===== src/rtl/sync_inp_buf.sv =====
// Clocked router input buffer: PD-deep {eof,data} FIFO, XY route decode of head flits, faulty-frame drop.
// Optional macro LOOKAHEAD_ROUTE_EN decodes at push time into a per-entry tag and removes the ROUTE cycle.
module sync_inp_buf #(
  parameter int DIR = 0,
  parameter int DW  = 32,
  parameter int AW  = 4,
  parameter int PD  = 4
) (
  input  logic          clk,
  input  logic          rst_n,
  input  logic          in_valid,
  output logic          in_ready,
  input  logic [DW-1:0] in_data,
  input  logic          in_eof,
  output logic          out_valid,
  input  logic          out_ready,
  output logic [DW-1:0] out_data,
  output logic          out_eof,
  input  logic [AW-1:0] addrx,
  input  logic [AW-1:0] addry,
  output logic [4:0]    deco,
  output logic          rt_err,
  output logic [7:0]    err_cnt
);

  localparam int PW = $clog2(PD);
`ifdef LOOKAHEAD_ROUTE_EN
  localparam int EW = DW + 5;
`else
  localparam int EW = DW + 1;
  localparam logic [1:0] S_ROUTE = 2'd1;
`endif
  localparam logic [2:0] DIR_C  = 3'(DIR);
  localparam logic [1:0] S_IDLE = 2'd0;
  localparam logic [1:0] S_FWD  = 2'd2;
  localparam logic [1:0] S_DROP = 2'd3;

  function automatic logic [2:0] route_target(input logic [2*AW-1:0] xy,
                                              input logic [AW-1:0] ax,
                                              input logic [AW-1:0] ay);
    logic [AW-1:0] tx;
    logic [AW-1:0] ty;
    tx = xy[AW-1:0];
    ty = xy[2*AW-1:AW];
    if (tx > ax)      route_target = 3'd3;
    else if (tx < ax) route_target = 3'd1;
    else if (ty > ay) route_target = 3'd2;
    else if (ty < ay) route_target = 3'd0;
    else              route_target = 3'd4;
  endfunction

  // U-turns are illegal everywhere; a Y-dimension input may not turn back into X.
  function automatic logic route_illegal(input logic [2:0] tgt);
    route_illegal = (tgt == DIR_C) ||
                    (((DIR_C == 3'd0) || (DIR_C == 3'd2)) && ((tgt == 3'd1) || (tgt == 3'd3)));
  endfunction

  logic [EW-1:0] mem_q [PD];
  logic [PW-1:0] wr_ptr_q, wr_ptr_d, rd_ptr_q, rd_ptr_d;
  logic [PW:0]   cnt_q, cnt_d;
  logic [1:0]    state_q, state_d;
  logic [4:0]    deco_q, deco_d;
  logic          rt_err_q, rt_err_d;
  logic [7:0]    err_cnt_q, err_cnt_d;
  logic          empty_s, full_s, push_s, pop_s;
  logic [EW-1:0] front_s, wr_entry_s;
  logic [2:0]    dec_tgt_s;
  logic          dec_err_s;

  assign empty_s   = (cnt_q == {(PW+1){1'b0}});
  assign full_s    = (cnt_q == (PW+1)'(PD));
  assign in_ready  = rst_n & ~full_s;
  assign push_s    = in_valid & in_ready;
  assign front_s   = mem_q[rd_ptr_q];
  assign out_data  = front_s[DW-1:0];
  assign out_eof   = front_s[DW];
  assign out_valid = (state_q == S_FWD) & ~empty_s;
  assign deco      = deco_q;
  assign rt_err    = rt_err_q;
  assign err_cnt   = err_cnt_q;

`ifdef LOOKAHEAD_ROUTE_EN
  logic [2:0] push_tgt_s;
  assign push_tgt_s = route_target(in_data[2*AW-1:0], addrx, addry);
  assign wr_entry_s = {route_illegal(push_tgt_s), push_tgt_s, in_eof, in_data};
  assign dec_tgt_s  = front_s[DW+3:DW+1];
  assign dec_err_s  = front_s[DW+4];
`else
  assign wr_entry_s = {in_eof, in_data};
  assign dec_tgt_s  = route_target(front_s[2*AW-1:0], addrx, addry);
  assign dec_err_s  = route_illegal(dec_tgt_s);
`endif

  // Pop source: crossbar handshake while forwarding, self-drain while dropping.
  always_comb begin
    pop_s = 1'b0;
    if (state_q == S_FWD) pop_s = out_valid & out_ready;
    else if (state_q == S_DROP) pop_s = ~empty_s;
    else pop_s = 1'b0;
  end

  // FIFO pointer and occupancy next state.
  always_comb begin
    wr_ptr_d = wr_ptr_q;
    rd_ptr_d = rd_ptr_q;
    cnt_d    = cnt_q;
    if (push_s) wr_ptr_d = wr_ptr_q + PW'(1);
    else wr_ptr_d = wr_ptr_q;
    if (pop_s) rd_ptr_d = rd_ptr_q + PW'(1);
    else rd_ptr_d = rd_ptr_q;
    case ({push_s, pop_s})
      2'b10:   cnt_d = cnt_q + (PW+1)'(1);
      2'b01:   cnt_d = cnt_q - (PW+1)'(1);
      default: cnt_d = cnt_q;
    endcase
  end

  // Frame FSM: route the head, then forward or drop until the eof flit leaves.
  always_comb begin
    state_d   = state_q;
    deco_d    = deco_q;
    rt_err_d  = rt_err_q;
    err_cnt_d = err_cnt_q;
    case (state_q)
      S_IDLE: begin
        if (!empty_s) begin
`ifdef LOOKAHEAD_ROUTE_EN
          if (dec_err_s) begin
            state_d  = S_DROP;
            rt_err_d = 1'b1;
          end else begin
            state_d = S_FWD;
            deco_d  = 5'(5'b00001 << dec_tgt_s);
          end
`else
          state_d = S_ROUTE;
`endif
        end else begin
          state_d = S_IDLE;
        end
      end
`ifndef LOOKAHEAD_ROUTE_EN
      S_ROUTE: begin
        if (dec_err_s) begin
          state_d  = S_DROP;
          rt_err_d = 1'b1;
        end else begin
          state_d = S_FWD;
          deco_d  = 5'(5'b00001 << dec_tgt_s);
        end
      end
`endif
      S_FWD: begin
        if (pop_s && front_s[DW]) begin
          state_d = S_IDLE;
          deco_d  = 5'b00000;
        end else begin
          state_d = S_FWD;
        end
      end
      S_DROP: begin
        if (pop_s && front_s[DW]) begin
          state_d  = S_IDLE;
          rt_err_d = 1'b0;
          if (err_cnt_q != 8'hFF) err_cnt_d = err_cnt_q + 8'd1;
          else err_cnt_d = err_cnt_q;
        end else begin
          state_d = S_DROP;
        end
      end
      default: begin
        state_d  = S_IDLE;
        deco_d   = 5'b00000;
        rt_err_d = 1'b0;
      end
    endcase
  end

  // FIFO storage; contents need no reset because occupancy gates every read.
  always_ff @(posedge clk) begin
    if (push_s) mem_q[wr_ptr_q] <= wr_entry_s;
  end

  // State registers.
  always_ff @(posedge clk or negedge rst_n) begin
    if (!rst_n) begin
      wr_ptr_q  <= {PW{1'b0}};
      rd_ptr_q  <= {PW{1'b0}};
      cnt_q     <= {(PW+1){1'b0}};
      state_q   <= S_IDLE;
      deco_q    <= 5'b00000;
      rt_err_q  <= 1'b0;
      err_cnt_q <= 8'd0;
    end else begin
      wr_ptr_q  <= wr_ptr_d;
      rd_ptr_q  <= rd_ptr_d;
      cnt_q     <= cnt_d;
      state_q   <= state_d;
      deco_q    <= deco_d;
      rt_err_q  <= rt_err_d;
      err_cnt_q <= err_cnt_d;
    end
  end

endmodule


===== config.mk =====
export PLATFORM = sky130hd
export DESIGN_NAME = sync_inp_buf
export DESIGN_NICKNAME = d
export VERILOG_FILES = /design/src/rtl/sync_inp_buf.sv
export SDC_FILE = /design/constraint.sdc
export NUM_CORES = 1
export LEC_CHECK = 0
export ABC_AREA = 1
export BUFFER_PORTS_ARGS = -buffer_cell sky130_fd_sc_hd__buf_2
export CAP_MARGIN = 25
export CORE_AREA = 2 2 115 117
export CTS_CLUSTER_SIZE = 16
export DETAILED_ROUTE_END_ITERATION = 8
export DIE_AREA = 0 0 117 119
export HOLD_SLACK_MARGIN = 0.15
export PLACE_DENSITY = 0.74
export SKIP_LAST_GASP = 1
export SYNTH_ARGS = -nofsm -noshare
export SYNTH_HDL_FRONTEND = slang
export SYNTH_SLANG_ARGS = --single-unit

===== constraint.sdc =====
create_clock -name clk -period 2.4 [get_ports clk]
set_input_delay 0.48 -clock clk [delete_from_list [all_inputs] [get_ports clk]]
set_output_delay 0.48 -clock clk [all_outputs]
set_load 0.02 [all_outputs]

---- After elaboration in Yosys (flattened, before gate mapping) ----
Memories as Yosys holds them, arrays and structs flattened.
Index checks and enable logic that the tools add are counted.
cells by class
  reductions and logical operators ........ 12
  $add $sub $neg .......................... 5
  shifts and indexed selects .............. 1
  equal/unequal tests ..................... 13
  order comparisons ....................... 4
  muxes and demuxes ....................... 20
  bitwise gates (word level) .............. 6
operators by type and width
  kind                                                   count
  2-to-1 mux 3 bit                                       4
  2-to-1 mux 5 bit                                       2
  one-hot mux 5 bit (2 select lines)                     1
  AND reduction 3 bit                                    3
  adder 8 x 1 -> 8 bit, second input constant            1
  greater-than comparator 4 bit                          2
  less-than comparator 4 bit                             2
  2-to-1 mux 1 bit                                       8
  inequality test 8 bit, second input constant           1
  one-hot mux 2 bit (4 select lines)                     1
  == test 2 bit, second input constant                   3
  zero test 3 bit                                        2
  one-hot mux 3 bit (2 select lines)                     1
  nonzero test 2 bit                                     3
  << shifter 1 x 3 -> 5 bit, first input constant        1
  adder 2 x 1 -> 2 bit, second input constant            2
  AND 1 bit                                              4
  == test 2 x 1 -> 1 bit, second input constant          2
  2-to-1 mux 2 bit                                       2
  inequality test 2 x 1 -> 1 bit, second input constant  2
  inequality test 2 bit, second input constant           2
  adder 3 x 1 -> 3 bit, second input constant            1
  == test 3 x 1 -> 1 bit, second input constant          1
  == test 3 x 2 -> 1 bit, second input constant          1
  other kinds (7)                                        9
word-level totals
  word-level logic and storage cells ...... 69
  RAM bits ................................ 132
  bits in registers ....................... 23
  memories kept ........................... 1
  input port bits ......................... 45
  output and inout port bits .............. 49
memories
  name   words  width  read ports  clocked after memory_dff  wr ports  RTL line  RTL
  mem_q  4      33     1           0                         1         58        logic [EW-1:0] mem_q [PD];

---- Longest topological paths before layout ----
An unclocked memory read counts as a cell.
  depth in word-level cells ............... 11
  gate-level depth with buffers ........... 15
  gate-level depth less buffers ........... 14

---- Worst setup path before layout ----
Ideal clock, no wire load.
  path type ............................... input to register
  start ................................... input port rst_n
  end ..................................... memory mem_q[0][0] (netlist bit) (enable)
  path slack .............................. -0.693 ns
  data arrival time ....................... 2.670 ns
  data required time ...................... 1.977 ns
  buffers on the path ..................... 0
  stages on the path ...................... 4
  setup time .............................. 0.423 ns
  path through ............................ inv_1 > a31oi_1 > nand2_1 > nor2_1
on the way
  longest elaborated chain between the ends .. 4
RTL lines
  element                                 RTL line  RTL
  start, declared                         10        input logic rst_n,
  AND 1 bit                               72        assign in_ready = rst_n & ~full_s;
  named net in_ready                      12        output logic in_ready,
  AND 1 bit                               73        assign push_s = in_valid & in_ready;
  2-to-1 mux 1 bit                        181       if (push_s) mem_q[wr_ptr_q] <= wr_entry_s;
  2-to-1 mux 1 bit (implied by the code)  181
  end, declared                           58
The timed path passes the listed nets, and every way through them passes these cells.

---- Worst setup path in the final report ----
  start ................................... register rd_ptr_q[0]
  end ..................................... output port out_data[23]
on the way
  longest elaborated chain between the ends .. 1
RTL lines
  element                   RTL line  RTL
  start, declared           59        logic [PW-1:0] wr_ptr_q, wr_ptr_d, rd_ptr_q, rd_ptr_d;
  start signal, assigned    188       rd_ptr_q <= {PW{1'b0}};
  start signal, assigned    196       rd_ptr_q <= rd_ptr_d;
  memory read (4 x 33 bit)  -
  end, declared             17        output logic [DW-1:0] out_data,
Every way passes these cells.

==> impl_metrics.ini <==
[layout]
diodes = 0
syn2layout_area_growth_pct = 24.5
mostFrequentLayoutCells = 132 x edfxtp_1, 92 x buf_2, 75 x nor2_1, 63 x o21ai_0, 51 x nand2_1
postLayoutCoreUtil_pct = 61.1
fin_cells = 808
multi_input_area_sq_um = 1620
layout_commonest_cell = edfxtp_1
drive_gt1_share_pct = 26.6
nets = 679
final.fill_count = 1002
seq_area_sq_um = 4540

[timing]
setup_viol = 0
setup_slack_ns = 0.0618
drv_slew = 0
hold_viol = 0
finClkSkew_ns = 0.00847
max_freq_mhz = 428
worstMarginPinSlew_ns = 0.374
finalSetupTns_ns = 0
period_minus_slack_ns = 2.34
maxSlewHeadroom_pct = 75.0
fin_crit_sh_pct = 97.4

[floorplanning]
dieArea_sq_um = 13900
coreArea_sq_um = 12900
ios = 94
die_w_microns = 117
start_util_pct = 49.1
die_h_microns = 119
num_rows = 42

[worst_setup_path]
crit_type = flip-flop to output port
slowest_stage = dfrtp_2
setup.worst_path.end_class = output port
critPathMaxStageDelay_ns = 0.43
r2r_cells = 10
crit_chain = buf_8 > buf_16 > o21ai_0 > o22ai_1 > buf_4
cp-start-kind = flip-flop
crit_arrival_ns = 1.86
critPathMaxFanout = 37
critPathRequiredTime_ns = 1.92

[placement]
place_inst = 773
dp_hpwl_microns = 8590
portBuffers = 93
place.gp.congestion = 0.834
place_ws_ns = 0.216

[route]
drt_wl_total_microns = 13500
vias_per_cell = 5.37
drt_iter0_markers = 332
dr.pass1.iters = 4
wire_per_inst_microns = 16.7
drc = 0
ant_nets = 0
dr_total_vias = 4338

[cts]
cts_max_level = 4
clk_pin_slew_ns = 0.06
cts_buffer_depth = 2
numCtsBuffers = 17
ctsRootBufferMaster = clkbuf_16
clock-sinks = 155
cts_tree = done
clk_latency_ns = 0.42

[global_route]
gr-total-overflow = 0
grt_pass1_vias = 4133
antenna_found_initial = 1
grt_max_degree = 38
grt_pass1_wl_microns = 20900
grt_usage_pct = 20.3

[yosys]
yosysSeqAreaShare_pct = 71.8
syn_inst = 507
ys.warnings.count = 0
syn_area_per_cell_sq_um = 12.5
syn_area_sq_um = 6320
synth_seq_cells = 155
synth_fp_nets = 567
synth.distinct_cells = 27

[power]
peakVddDrop_mv = 0.714
power_density_nw_per_um2 = 1280
leakagePower_uw = 0.00311

[job]
maxCapViolCount = 0

[min_path]
worstHoldPathCells = 1
hp-class = input port to flip-flop

[run_status]
status = completed
[critical path, delay by kind of cell (launching register included)]
| kind | cells | cell delay (ns) |
|---|---|---|
| buf+inv | 3 | 0.58 |
| flops | 1 | 0.43 |
| compound gates | 2 | 0.41 |
[cell usage after synthesis]
master	count	area, sq um
edfxtp_1	132	3960
nor2_1	79	297
o21ai_0	63	315
nand2_1	51	191
inv_1	38	143
o22ai_1	30	188
dfrtp_1	23	576
nand3_1	18	90.1
clkbuf_1	17	63.8
ha_1	14	175
a21oi_1	7	35.0
xor2_1	7	61.3
nor3_1	5	25.0
nand2_2	4	25.0
xnor2_1	3	26.3
a32oi_1	2	17.5
buf_2	2	10.0
inv_2	2	7.51
nand3_2	2	20.0
a31oi_1	1	6.26
buf_6	1	11.3
fa_1	1	20.0
nand4_1	1	6.26
nand4_2	1	12.5
nor2_4	1	11.3
nor2_8	1	20.0
o21ai_1	1	5.00
[per-stage QoR]
step	hold slack, ns	total power, uW	area [sq um]
floorplan	0.184	6070	6370
global placement	0.463	7220	7180
detailed placement	0.481	7360	7180
CTS	0.251	10000	7810
global route	0.259	10700	7870
finish	0.272	10100	7870
[report_power, final]
group | internal (uW) | total (uW) | switching [uW]
Combinational | 1340 | 3980 | 2640
Clock | 1540 | 2620 | 1070
Sequential | 3320 | 3510 | 193
[flip-flops by register name, indices dropped and copies added, names as in the netlist]
name and flops:
deco 5, rd_ptr_q 2, err_cnt 8, rt_err 1
wr_ptr_q 2, cnt_q 3, state_q 2, mem_q 132
[per-layer routing]
metal  track usage, %  vias up  part of all wire, %
met5                0        -                0.097
met4             10.7        2                  3.1
met3             6.16       33                  4.3
met2             31.5      117                   49
met1             25.4     2163                   43
li1                 -     2023                    -
[timing repair]
action                                 4_1_cts  5_1_grt
hold buffers                                 1        0
setup endpoints to repair                   19        6
endpoints found under the hold margin       23        0
resized for setup                            8        7
buffers inserted                             0        2
pin swaps                                    0        1
[final timing paths]
path / endpoint / slack (ns) / startpoint
worst min-delay path: mem_q[0][11] / 0.27 / in_data[11]
max in group asynchronous: rd_ptr_q[0] / 1.53 / rst_n
min in group asynchronous: deco[0] / 0.61 / rst_n
worst max-delay path: out_data[23] / 0.06 / rd_ptr_q[0]
worst min register to register: cnt_q[1] / 0.49 / cnt_q[1]
worst max register to register: deco[4] / 0.27 / rd_ptr_q[0]
[layout make-up]
cell class,count,share of cell area (%)
Timing Repair Buffer,113,9.45
Inverter,40,2.02
Clock inverter,15,2.10
Tap cell,176,2.80
Sequential cell,155,57.7
Clock buffer,17,5.41
Multi-Input combinational cell,292,20.5
[logic make-up (layout without fill, tap and decap cells)]
family	after synthesis	in the layout	synth area share, %
flops	155	155	71.8
xor+xnor	10	10	1.39
compound gates	104	104	8.96
buf+inv	60	185	3.72
fa+ha+maj	15	15	3.09
simple gates	163	163	11.0
(Power assumes the default switching activity.)
